File: config.mk
export PLATFORM = sky130hd
export DESIGN_NAME = smart_cargo_scheduler_flat
export DESIGN_NICKNAME = d
export VERILOG_FILES = /design/src/rtl/smart_cargo_scheduler_if.sv /design/src/rtl/smart_cargo_scheduler.sv /design/src/flat_wrapper.sv
export SDC_FILE = /design/constraint.sdc
export NUM_CORES = 1
export LEC_CHECK = 0
export ABC_CLOCK_PERIOD_IN_PS = 3460
export CAP_MARGIN = 5
export CORE_ASPECT_RATIO = 0.6
export CORE_MARGIN = 5
export CORE_UTILIZATION = 38
export DETAILED_ROUTE_END_ITERATION = 12
export GPL_ROUTABILITY_DRIVEN = 0
export PLACE_DENSITY = 0.59
export SKIP_CTS_REPAIR_TIMING = 1
export SYNTH_ARGS = -nofsm -noshare
export SYNTH_HDL_FRONTEND = slang
export SYNTH_SLANG_ARGS = --single-unit
File: constraint.sdc
create_clock -name clock -period 3.46 [get_ports clock]
set_clock_uncertainty 0.15 [all_clocks]
set_input_delay 0.519 -clock clock [delete_from_list [all_inputs] [get_ports clock]]
set_output_delay 0.519 -clock clock [all_outputs]
set_load 0.005 [all_outputs]
File: src/rtl/smart_cargo_scheduler_if.sv
// Request handshake bundle for smart_cargo_scheduler.
//   req_valid   : requester offers a transport request
//   req_origem  : pickup floor
//   req_destino : drop-off floor
//   req_ready   : scheduler can take the request this cycle
// master = requester side, slave = scheduler side.
interface smart_cargo_scheduler_if #(
  parameter int unsigned NUM_FLOORS = 8
);
  localparam int unsigned FW = (NUM_FLOORS > 2) ? $clog2(NUM_FLOORS) : 1;

  logic          req_valid;
  logic [FW-1:0] req_origem;
  logic [FW-1:0] req_destino;
  logic          req_ready;

  modport master (
    output req_valid,
    output req_origem,
    output req_destino,
    input  req_ready
  );

  modport slave (
    input  req_valid,
    input  req_origem,
    input  req_destino,
    output req_ready
  );
endinterface

File: src/rtl/smart_cargo_scheduler.sv
// Cargo lift scheduler: a FIFO of stops (pickup then drop-off per request) drives a small FSM
// that moves the cabin up/down, pulses load/unload at each stop and dwells before moving on.
// Ports:
//   clock, reset (async, active-low)
//   iniciar, emergencia : run enable / emergency stop levels
//   sensores            : one-hot floor sensors
//   req_if              : request handshake (slave modport)
//   motorSubindo/motorDescendo, coloca_objetos/tira_objetos : actuator commands
//   andarAtual, proxParada, temDestino, fila_count, fila_cheia, estado : status
module smart_cargo_scheduler #(
  parameter int unsigned NUM_FLOORS   = 8,
  parameter int unsigned QUEUE_DEPTH  = 8,
  parameter int unsigned DWELL_CYCLES = 100,
  localparam int unsigned FW = (NUM_FLOORS > 2) ? $clog2(NUM_FLOORS) : 1,
  localparam int unsigned CW = $clog2(QUEUE_DEPTH) + 1
) (
  input  logic                  clock,
  input  logic                  reset,
  input  logic                  iniciar,
  input  logic                  emergencia,
  input  logic [NUM_FLOORS-1:0] sensores,
  smart_cargo_scheduler_if.slave req_if,
  output logic                  motorSubindo,
  output logic                  motorDescendo,
  output logic                  coloca_objetos,
  output logic                  tira_objetos,
  output logic [FW-1:0]         andarAtual,
  output logic [FW-1:0]         proxParada,
  output logic                  temDestino,
  output logic [CW-1:0]         fila_count,
  output logic                  fila_cheia,
  output logic [2:0]            estado
);

  localparam int unsigned PW = $clog2(QUEUE_DEPTH);
  localparam int unsigned DW = $clog2(DWELL_CYCLES + 1);

  typedef enum logic [2:0] {
    StParado   = 3'd0,
    StDecide   = 3'd1,
    StSubindo  = 3'd2,
    StDescendo = 3'd3,
    StPorta    = 3'd4,
    StEmerg    = 3'd5
  } state_e;

  state_e              state_q, state_d;
  logic [FW-1:0]       fila_floor_q [QUEUE_DEPTH];
  logic                fila_orig_q  [QUEUE_DEPTH];
  logic [PW-1:0]       wr_ptr_q, rd_ptr_q;
  logic [CW-1:0]       count_q, count_d;
  logic [FW-1:0]       andar_q, andar_d;
  logic [NUM_FLOORS-1:0] sens_prev_q;
  logic [DW-1:0]       dwell_q, dwell_d;
  logic                served_q, served_d;  // load/unload pulse already issued for current head

  logic          accept, push, pop, dwell_done, tem_destino, head_orig;
  logic [FW-1:0] head_floor, sens_idx;

  assign req_if.req_ready = (CW'(QUEUE_DEPTH) - count_q) >= CW'(2);
  assign accept      = req_if.req_valid && req_if.req_ready;
  // Degenerate or out-of-range requests complete the handshake but enqueue nothing.
  assign push        = accept && (req_if.req_origem != req_if.req_destino) &&
                       (32'(req_if.req_origem) < NUM_FLOORS) &&
                       (32'(req_if.req_destino) < NUM_FLOORS);
  assign tem_destino = (count_q != '0);
  assign head_floor  = fila_floor_q[rd_ptr_q];
  assign head_orig   = fila_orig_q[rd_ptr_q];
  assign dwell_done  = (dwell_q == DW'(DWELL_CYCLES - 1));
  assign pop         = (state_q == StPorta) && dwell_done && !emergencia && tem_destino;

  always_comb begin
    count_d = count_q;
    if (push) count_d = count_d + CW'(2);
    if (pop)  count_d = count_d - CW'(1);
  end

  // Floor tracking: only a fresh, single-hot sensor pattern moves the registered floor.
  always_comb begin
    sens_idx = '0;
    for (int i = 0; i < int'(NUM_FLOORS); i++) begin
      if (sensores[i]) sens_idx = FW'(i);
    end
    andar_d = andar_q;
    if ($onehot(sensores) && (sensores != sens_prev_q)) andar_d = sens_idx;
  end

  always_comb begin
    state_d = state_q;
    if (emergencia) begin
      state_d = StEmerg;
    end else begin
      unique case (state_q)
        StParado: if (iniciar && tem_destino) state_d = StDecide;
        StDecide: begin
          if (!tem_destino)                state_d = StParado;
          else if (head_floor > andar_q)   state_d = StSubindo;
          else if (head_floor < andar_q)   state_d = StDescendo;
          else                             state_d = StPorta;
        end
        StSubindo, StDescendo: if (andar_q == head_floor) state_d = StPorta;
        StPorta:  if (dwell_done) state_d = (count_d != '0) ? StDecide : StParado;
        StEmerg:  state_d = tem_destino ? StDecide : StParado;
        default:  state_d = StParado;
      endcase
    end
  end

  // Dwell counter freezes in EMERG (and on the edge entering it); any other exit clears it.
  always_comb begin
    dwell_d = dwell_q;
    if (state_q == StPorta) begin
      if (!emergencia) dwell_d = dwell_done ? '0 : dwell_q + DW'(1);
    end else if (state_q != StEmerg) begin
      dwell_d = '0;
    end
    served_d = served_q;
    if (pop)                      served_d = 1'b0;
    else if (state_q == StPorta)  served_d = 1'b1;
  end

  always_ff @(posedge clock or negedge reset) begin
    if (!reset) begin
      state_q     <= StParado;
      wr_ptr_q    <= '0;
      rd_ptr_q    <= '0;
      count_q     <= '0;
      andar_q     <= '0;
      sens_prev_q <= '0;
      dwell_q     <= '0;
      served_q    <= 1'b0;
      for (int i = 0; i < int'(QUEUE_DEPTH); i++) begin
        fila_floor_q[i] <= '0;
        fila_orig_q[i]  <= 1'b0;
      end
    end else begin
      state_q     <= state_d;
      count_q     <= count_d;
      andar_q     <= andar_d;
      sens_prev_q <= sensores;
      dwell_q     <= dwell_d;
      served_q    <= served_d;
      if (push) begin
        fila_floor_q[wr_ptr_q]          <= req_if.req_origem;
        fila_orig_q[wr_ptr_q]           <= 1'b1;
        fila_floor_q[wr_ptr_q + PW'(1)] <= req_if.req_destino;
        fila_orig_q[wr_ptr_q + PW'(1)]  <= 1'b0;
        wr_ptr_q                        <= wr_ptr_q + PW'(2);
      end
      if (pop) rd_ptr_q <= rd_ptr_q + PW'(1);
    end
  end

  // Motors decode straight from the state register so reset drops them without a clock.
  assign motorSubindo   = (state_q == StSubindo);
  assign motorDescendo  = (state_q == StDescendo);
  assign coloca_objetos = (state_q == StPorta) && !served_q && head_orig;
  assign tira_objetos   = (state_q == StPorta) && !served_q && !head_orig;
  assign andarAtual     = andar_q;
  assign proxParada     = tem_destino ? head_floor : '0;
  assign temDestino     = tem_destino;
  assign fila_count     = count_q;
  assign fila_cheia     = (count_q == CW'(QUEUE_DEPTH));
  assign estado         = state_q;

endmodule
File: src/flat_wrapper.sv
// flat-port wrapper written by rule: the top's interface ports become plain ports
module smart_cargo_scheduler_flat 
#(
  parameter int unsigned NUM_FLOORS   = 8,
  parameter int unsigned QUEUE_DEPTH  = 8,
  parameter int unsigned DWELL_CYCLES = 100,
  localparam int unsigned FW = (NUM_FLOORS > 2) ? $clog2(NUM_FLOORS) : 1,
  localparam int unsigned CW = $clog2(QUEUE_DEPTH) + 1
)
  (clock, reset, iniciar, emergencia, sensores, motorSubindo, motorDescendo, coloca_objetos, tira_objetos, andarAtual, proxParada, temDestino, fila_count, fila_cheia, estado, req_if_req_valid, req_if_req_origem, req_if_req_destino, req_if_req_ready);
  smart_cargo_scheduler_if #(.NUM_FLOORS(NUM_FLOORS)) req_if_i ();
  input  logic clock;
  input  logic reset;
  input  logic iniciar;
  input  logic emergencia;
  input  logic [NUM_FLOORS-1:0] sensores;
  output logic motorSubindo;
  output logic motorDescendo;
  output logic coloca_objetos;
  output logic tira_objetos;
  output logic [FW-1:0] andarAtual;
  output logic [FW-1:0] proxParada;
  output logic temDestino;
  output logic [CW-1:0] fila_count;
  output logic fila_cheia;
  output logic [2:0] estado;
  input wire logic [$bits(req_if_i.req_valid)-1:0] req_if_req_valid;
  input wire logic [$bits(req_if_i.req_origem)-1:0] req_if_req_origem;
  input wire logic [$bits(req_if_i.req_destino)-1:0] req_if_req_destino;
  output wire logic [$bits(req_if_i.req_ready)-1:0] req_if_req_ready;
  assign req_if_i.req_valid = req_if_req_valid;
  assign req_if_i.req_origem = req_if_req_origem;
  assign req_if_i.req_destino = req_if_req_destino;
  assign req_if_req_ready = req_if_i.req_ready;
  smart_cargo_scheduler #(.NUM_FLOORS(NUM_FLOORS), .QUEUE_DEPTH(QUEUE_DEPTH), .DWELL_CYCLES(DWELL_CYCLES)) u_core (.clock(clock), .reset(reset), .iniciar(iniciar), .emergencia(emergencia), .sensores(sensores), .req_if(req_if_i), .motorSubindo(motorSubindo), .motorDescendo(motorDescendo), .coloca_objetos(coloca_objetos), .tira_objetos(tira_objetos), .andarAtual(andarAtual), .proxParada(proxParada), .temDestino(temDestino), .fila_count(fila_count), .fila_cheia(fila_cheia), .estado(estado));
endmodule
==> metrics, run 1 <==
status=finished clean; setup TNS=0 ns; Gate power share=34.8%; Rel. slew slack=between 40% and 50%; Initial DRC Count=140; final critical-path required period=3.37 ns; first-pass GRT wire length=12400 µm; GRT overflow=0; overall power=about 3 mW; part of the Yosys area used for sequential elements=46.3%; Placeable Area=0.00862 mm²; Clock power frac=27.1%; Final Hold Fails=0; Cell Pwr Density=703 mW/mm²; Clock transition at path regs=0.05 ns; DPL Wire Length=approximately 5300 µm; Lkg Pwr=between 1.5 and 2 nW; root cell of the clock tree=clkbuf_16; Placement Setup Slack=-0.715 ns; dominant synthesized flop cell=dfrtp_1; fin crit share=97.5%; ANT cells=0; maximum vdd ir drop=252 µV; Tightest Pin Transition=0.769 ns; grt met3 use=between 5 and 6%; vias=around 2300; Total Wirelength=7190 µm; non-filler cells, final=between 400 and 500; Sinks on Clock Net=between 60 and 70; Area after DPL=roughly 0.0040 mm²; Layout area overhead=25.1%; Net Sw Frac=31.0%; Die Y-Extent=83.3 µm; Achievable Freq=296 MHz; Synth async-reset ratio=100%; FP Rows=26; I/O pins=39; GR peak layer=met1; net switching power=927 µW; # DRC=0; Data required, critical path=about 3.5 ns; antenna violations before repair=0; Nets=~390; CP Data Arrival Time=3.44 ns; vias in the first global route=~2400; die area=around 0.011 mm²; YS warnings=0; number of synthesized flops with an enable pin=0; clock latency on the worst-skew pair=between 0.3 and 0.4 ns; Max-Cap Viols=0; #FFs+latches synth=63; Hold WC Path Type=in2async; post-route ant nets=0; Port Buffer Count=38; DIE WIDTH=around 130 µm; Pint=roughly 2.1 mW; layout cells sized above 1=around a fifth; CP startpoint kind=input port; CP max FO=5; Cells after Synth=between 200 and 300; cell area after synthesis=approximately 0.0034 mm²; CTS tree=yes; setup ws final=0.0850 ns; vias per inst=just under 5; Initial DRT Pass Iterations=5; Yosys cell types=between 40 and 50; final setup fails=0; M1 GR Usage=between 20% and 30%; effective utilization at floorplan=approximately two fifths; pin count of the biggest net entering global routing=36; Global Route Usage Sum=between 10 and 15%; syn avg cell area=approximately 12 µm²; H-tree depth=3; Final Max Tran Viols=0; met2 GRT Util=between 10% and 20%; clock buffer count from CTS=9; sequential fraction of design power=approximately two fifths; kind of critical path=in2reg; wire per inst=roughly 16 µm; placed cell count=441; final instance area=between 0.004 and 0.005 mm²; Syn Nets=about 330; Critical Path Sink Type=flop; Clock Path Buffers=2
-- synth_stat cells, drive strengths merged, types with 4 or more instances --
master  count  area (µm²)
mux2       29         330
nor2       20        75.1
fa          4        80.1
a21oi       4        20.0
inv        22        82.6
xnor2      18         158
ha         21         263
nand4       5        37.5
xor2        6        52.6
dfrtp      63        1580
and2        6        37.5
nand2      19        71.3
and3        4        25.0
nand2b      7        43.8
o21ai      13        65.1
buf         4        26.3
mux4        8         180
-- layout make-up --
type	instances	area, µm²
Tap cell	112	140
Inverter	22	82.6
Sequential cell	63	1580
Clock buffer	13	260
Fill cell	755	4360
Clock inverter	1	5.00
Multi-Input combinational cell	197	1730
Timing Repair Buffer	48	470
-- power groups by stage --
stage / clock network (mW) / registers (mW) / logic, mW
6_report: 0.811 / 1.14 / 1.04
5_1_grt: 0.864 / 1.18 / 1.17
4_1_cts: 0.828 / 1.14 / 1.03
3_3_place_gp: 0 / 1.14 / 1.00
3_5_place_dp: 0 / 1.15 / 1.03
2_1_floorplan: 0 / 1.08 / 0.710
-- cells by family after synthesis --
| group | after synthesis | synth area share [%] |
|---|---|---|
| adder cells (fa/ha/maj) | 25 | 10.1 |
| buffers and inverters | 29 | 3.53 |
| AND/OR/NAND/NOR | 78 | 12.6 |
| XOR/XNOR | 24 | 6.17 |
| multiplexers | 40 | 15.9 |
| AO/OA/AOI/OAI | 30 | 5.51 |
| flip-flops | 63 | 46.3 |
-- critical path: stages --
cell and delay [ns]:
dlymetal6s2s_1 0.18, ha_1 0.23, fa_1 0.52, fa_1 0.56, ha_2 0.18, fa_1 0.44
nor4b_2 0.34, o21ai_2 0.15, mux2_4 0.31
-- worst paths after layout --
check / startpoint / end / slack (ns) / cells past startpoint
setup / recovery: sensores[3] / u_core.andarAtual[0]$_DFFE_PN0P_ / 0.09 / 9
hold / removal: reset / u_core.andarAtual[1]$_DFFE_PN0P_ / 0.09 / 1
setup reg to reg: u_core.fila_count[1]$_DFF_PN0_ / u_core.fila_floor_q[3]$_DFFE_PN0P_ / 0.43 / 7
hold reg to reg: u_core.fila_orig_q[7]$_DFFE_PN0P_ / u_core.fila_orig_q[7]$_DFFE_PN0P_ / 0.31 / 1
max in group asynchronous: reset / u_core.fila_floor_q[10]$_DFFE_PN0P_ / 2.44 / 2
min in group clock: sensores[5] / u_core.sens_prev_q[5]$_DFF_PN0_ / 0.22 / 1
-- flip-flops by register name, indices dropped and copies added, names as in the netlist --
name                 cells
u_core.fila_orig_q       8
u_core.dwell_q           7
u_core.rd_ptr_q          3
u_core.fila_count        4
u_core.wr_ptr_q          2
u_core.estado            3
u_core.fila_floor_q     24
u_core.served_q          1
u_core.sens_prev_q       8
u_core.andarAtual        3
-- metal layers --
layer	vias to the layer above	share of wire [%]
li1	1108	-
met1	1104	53
met2	44	41
met3	8	4.6
met4	0	1.0
met5	-	0
-- per-stage QoR --
stage          utilization, %  hold WS (ns)
2_1_floorplan               -        0.0734
3_3_place_gp             46.0         0.296
3_5_place_dp             46.0         0.299
4_1_cts                  49.1         0.112
5_1_grt                  49.4         0.154
6_report                 49.4        0.0925
-- cells in the final DEF, fill, tap and decap left out, types with 12 or more instances in the layout --
cell type / n
mux2_2: 27
xnor2_1: 18
ha_1: 20
nand2_1: 19
clkdlybuf4s50_1: 31
dfrtp_1: 63
o21ai_0: 12
inv_1: 22
nor2_1: 20
Note: power is estimated with default switching activity, not from simulation.
==> inputs of run 2 (changes only) <==
MAX_ROUTING_LAYER = met4   (was not set)
REMOVE_ABC_BUFFERS = 1   (was not set)
==> metrics, run 2 (synthesized netlist as in run 1, its figures left out) <==
status=finished clean; Nets=~390; # DRC=0; sequential fraction of design power=38.0%; Initial DRT Pass Iterations=4; Total Wirelength=just over 7000 µm; maximum vdd ir drop=about 260 µV; most frequent cells in the layout=dfrtp_1 (63), clkdlybuf4s50_1 (31), mux2_2 (28); worst r2r src=u_core.fila_count[1]$_DFF_PN0_; die area=between 0.01 and 0.015 mm²; DIE WIDTH=132 µm; Placeable Area=approximately 0.0086 mm²; Fillers=just under 800; Layout area overhead=25.3%; setup TNS=0 ns; vias in the first global route=about 2300; Data required, critical path=around 3.5 ns; max FFs per register=24; FP Rows=26; wire per inst=between 15 and 20 µm; worst stage delay on the critical path=between 0.4 and 0.5 ns; Top Registers=u_core.fila_floor_q (24), u_core.fila_orig_q (8), u_core.sens_prev_q (8); Cell Pwr Density=between 700 and 800 mW/mm²; CP startpoint kind=input port; CTS tree=yes; clock latency on the worst-skew pair=about 0.33 ns; metal3 WL=between 300 and 400 µm; CP Data Arrival Time=between 3 and 4 ns; Achievable Freq=just over 300 MHz; Global Route Usage Sum=14.7%; GRT overflow=0; worst hold slack=around 0.14 ns; DPL Wire Length=5290 µm; effective utilization at floorplan=between 30 and 40%; overall power=about 3 mW; Clock power frac=between 20% and 30%; Bufs and invs on worst path=5; post-route ant nets=0; cell breakdown of the critical path=dlymetal6s2s_1 -> inv_1 -> ha_1 -> inv_1 -> fa_1 -> inv_1 -> fa_1 -> ha_1 -> fa_1 -> nor4b_2 -> o21ai_1 -> buf_4 -> a21o_1; Most flops, register=u_core.fila_floor_q; Port Buffer Count=38; RSZ-0062 raised after global routing=no; Net Sw Frac=between 30% and 40%; Clock Path Buffers=2; slowest cell on the critical path=fa_1; root cell of the clock tree=clkbuf_16; vias per inst=4.93; ANT cells=0; Final Max Tran Viols=0; M1 WL=~3900 µm; I/O pins=39; Hold WC Path Type=in2async; Rel. slew slack=45.3%; commonest non-fill, non-tap cell in the layout=dfrtp_1; CP top delay family=adder cells; Sinks on Clock Net=between 60 and 70; CP max FO=5; final critical-path required period=approximately 3.2 ns; final setup fails=0; pin count of the biggest net entering global routing=37; fin crit share=93.4%; vias=between 2000 and 2500; Die Y-Extent=roughly 83 µm; kind of critical path=in2reg; Tightest Pin Transition=just over 0.8 ns; Max-Cap Viols=0; Pint=between 2 and 2.5 mW; Critical Path Sink Type=flop; H-tree depth=3; first-pass GRT wire length=between 10000 and 15000 µm; beginning of the critical path=sensores[4]; Lkg Pwr=slightly below 2 nW; layout cells sized above 1=19.7%; Max Used Layer=met4; Gate power share=34.2%; antenna violations before repair=0; clock buffer count from CTS=9; Met2 Wirelength=approximately 2800 µm; net switching power=around 910 µW; Clock transition at path regs=roughly 0.05 ns; Initial DRC Count=approximately 110; Final Hold Fails=0
==> run 2: worst reg2reg max path, cell delays in order, from the launching register on <==
cell	delay, ns
dfrtp_1	0.50
inv_1	0.15
ha_1	0.21
nor2b_1	0.13
xnor2_1	0.18
a211oi_2	0.69
nand2_1	0.47
mux2_2	0.39
==> run 2: layout make-up <==
cell class | instances | area, µm² | area share (%)
Sequential cell | 63 | 1580 | 36.9
Timing Repair Buffer | 49 | 473 | 11.1
Multi-Input combinational cell | 197 | 1720 | 40.3
Inverter | 22 | 82.6 | 1.93
Clock buffer | 15 | 278 | 6.50
Tap cell | 112 | 140 | 3.28
==> run 2: path summary, 6_finish.rpt <==
kind                                                           end  slack, ns  cells after the start
worst max-delay path              u_core.andarAtual[2]$_DFFE_PN0P_       0.23                     13
max in group asynchronous       u_core.fila_floor_q[1]$_DFFE_PN0P_       2.28                      2
min in group clock                 u_core.sens_prev_q[2]$_DFF_PN0_       0.27                      1
worst min register to register   u_core.fila_orig_q[5]$_DFFE_PN0P_       0.31                      1
worst min-delay path               u_core.sens_prev_q[3]$_DFF_PN0_       0.14                      1
worst max register to register  u_core.fila_floor_q[1]$_DFFE_PN0P_       0.47                      7
==> run 2: power groups by stage <==
stage	clock [mW]	sequential (mW)	combinational, mW
3_5_place_dp	0	1.15	1.03
5_1_grt	0.893	1.18	1.16
6_report	0.834	1.14	1.02
2_1_floorplan	0	1.10	0.679
4_1_cts	0.860	1.14	1.03
3_3_place_gp	0	1.15	1.01
==> run 2: routing by layer <==
metal,vias to the layer above,global-route usage [%]
met1,1097,21.4
li1,1110,-
met3,7,5.56
met5,-,-
met4,0,4.34
met2,42,18.8
==> run 2: stage by stage <==
stage          cell area (µm²)  util [%]  setup WS [ns]  std cells
2_1_floorplan             3370         -          0.124        282
3_3_place_gp              3970      46.0         -0.503        443
5_1_grt                   4270      49.5         0.0155        458
6_report                  4270      49.5          0.229        458
3_5_place_dp              3970      46.0         -0.622        443
4_1_cts                   4250      49.2         -0.283        458
==> inputs of run 3 (changes only) <==
RECOVER_POWER = 50   (was not set)
SKIP_CTS_REPAIR_TIMING = not set   (was 1)
==> metrics, run 3 (synthesized netlist as in run 1, its figures left out) <==
DIE WIDTH=approximately 130 µm; Final Max Tran Viols=37; Achievable Freq=304 MHz; slowest cell on the critical path=fa_1; Total Wirelength=just over 7000 µm; Pint=2.08 mW; Crit Reg-Reg Endpoint=u_core.fila_floor_q[1]$_DFFE_PN0P_; Max-Cap Viols=1; I/O pins=39; Rel. slew slack=-29.0%; sequential fraction of design power=between 30% and 40%; Layout area overhead=24.3%; vias=~2300; post-route ant nets=0; commonest non-fill, non-tap cell in the layout=dfrtp_1; Hold WC Path Type=reg2reg; CTS tree=yes; status=complete, but fails checks; first-pass GRT wire length=about 13000 µm; Hold Path Cell Cnt=1; failing checks=max-capacitance violations, max-slew violations; final critical-path required period=about 3.3 ns; most frequent cells in the layout=dfrtp_1 (63), clkdlybuf4s50_1 (29), mux2_2 (28); clock latency on the worst-skew pair=between 0.3 and 0.4 ns; Fillers=792; Die Y-Extent=approximately 83 µm; Post-CTS Setup Inserts=0; root cell of the clock tree=clkbuf_16; # DRC=0; M1 GR Usage=approximately 21%; worst stage delay on the critical path=0.44 ns; overall power=between 2 and 3 mW; clock buffer count from CTS=9; Clock transition at path regs=roughly 0.050 ns; H-tree depth=3; Lkg Pwr=~1.9 nW; Cell Pwr Density=roughly 710 mW/mm²; Final Hold Fails=0; GR peak layer=met1; Initial DRC Count=105; final setup fails=0; grt met3 use=around 5.6%; cell breakdown of the critical path=dlygate4sd2_1 -> ha_2 -> inv_1 -> fa_1 -> inv_1 -> fa_1 -> ha_2 -> fa_1 -> nor4b_2 -> o21ai_1 -> buf_4 -> a21o_1; FF-to-FF path depth=7; Data required, critical path=approximately 3.5 ns; Placeable Area=roughly 0.0086 mm²; vias per inst=between 4 and 5; Critical Path Sink Type=flop; Tightest Pin Transition=about 1.9 ns; effective utilization at floorplan=between 30 and 40%; Initial DRT Pass Iterations=4; Most common cell on crit path=fa_1; FP Rows=26; R2R Setup Slk=roughly 0.47 ns; Sequential Area=around 0.0016 mm²; worst r2r src=u_core.fila_count[1]$_DFF_PN0_; Sinks on Clock Net=between 60 and 70; max FFs per register=24; DPL Wire Length=roughly 5300 µm; pin count of the biggest net entering global routing=37; Most flops, register=u_core.fila_floor_q; Port Buffer Count=38; antenna violations before repair=0; HP Start=u_core.fila_orig_q[7]$_DFFE_PN0P_; die area=roughly 0.011 mm²; GRT overflow=0; Net Sw Frac=between 30% and 40%; Clock power frac=between 20% and 30%; vias in the first global route=2335; met2 GRT Util=a little under a fifth; CP Data Arrival Time=roughly 3.4 ns; worst hold slack=roughly 0.31 ns; Nets=386; fin crit share=approximately 95%; CP startpoint kind=input port; ANT cells=0; layout cells sized above 1=about 18%; CP max FO=4; Clock Path Buffers=2; Worst Hold End=u_core.fila_orig_q[7]$_DFFE_PN0P_; Gate power share=roughly 34%; multi-input logic area=around 0.0017 mm²; RSZ-0062 raised after global routing=no; Global Route Usage Sum=about 15%; wire per inst=between 15 and 20 µm; Top Registers=u_core.fila_floor_q (24), u_core.fila_orig_q (8), u_core.sens_prev_q (8); net switching power=913 µW; kind of critical path=in2reg; maximum vdd ir drop=between 200 and 300 µV
[run 3: cell type report]
class / instances / area share [%]
multi-input combinational: 197 / 40.6
sequential: 63 / 37.2
timing repair buffer: 49 / 10.3
clock buffer: 15 / 6.56
tap: 112 / 3.31
inverter: 22 / 1.95
[run 3: critical path, delay by kind of cell]
family,cells,cell delay [ns]
AND/OR/NAND/NOR,1,0.21
AO/OA/AOI/OAI,2,0.29
adder cells (fa/ha/maj),5,1.78
buffers and inverters,4,0.55
[run 3: power groups by stage]
| stage | logic [mW] | registers [mW] | clock network [mW] |
|---|---|---|---|
| 2_1_floorplan | 0.679 | 1.10 | 0 |
| 3_3_place_gp | 1.01 | 1.15 | 0 |
| 3_5_place_dp | 1.03 | 1.15 | 0 |
| 4_1_cts | 1.04 | 1.14 | 0.860 |
| 5_1_grt | 1.15 | 1.18 | 0.893 |
| 6_report | 1.02 | 1.14 | 0.834 |
[run 3: per-stage QoR]
step	cells	util [%]	area [µm²]	setup TNS [ns]	setup slack (ns)
2_1_floorplan	282	-	3370	0	0.124
3_3_place_gp	443	46.0	3970	-1.45	-0.503
3_5_place_dp	443	46.0	3970	-1.82	-0.622
4_1_cts	458	49.3	4250	0	0.106
5_1_grt	458	49.1	4240	0	0.00337
6_report	458	49.1	4240	0	0.168
[run 3: repair_timing]
item,4_1_cts,5_1_grt
hold buffers,0,0
gates resized for setup,10,3
hold endpoints to repair,0,0
endpoints found under the setup margin,3,2
[run 3: worst max path at each step]
| stage | slack [ns] | cells past startpoint | startpoint | to |
|---|---|---|---|---|
| floorplan | 0.12 | 10 | sensores[6] | u_core.andarAtual[0]$_DFFE_PN0P_ |
| global placement | -0.50 | 13 | sensores[4] | u_core.andarAtual[2]$_DFFE_PN0P_ |
| detailed placement | -0.62 | 13 | sensores[4] | u_core.andarAtual[2]$_DFFE_PN0P_ |
| CTS | 0.11 | 13 | sensores[4] | u_core.andarAtual[2]$_DFFE_PN0P_ |
| global route | 0.003 | 14 | sensores[4] | u_core.andarAtual[2]$_DFFE_PN0P_ |
| finish | 0.17 | 12 | sensores[7] | u_core.andarAtual[2]$_DFFE_PN0P_ |
[run 3: metal layers]
layer  share of wire (%)  vias up
met5                   0        -
met4                 1.2        0
met3                 5.0        9
met2                  40       45
met1                  54     1095
li1                    -     1111
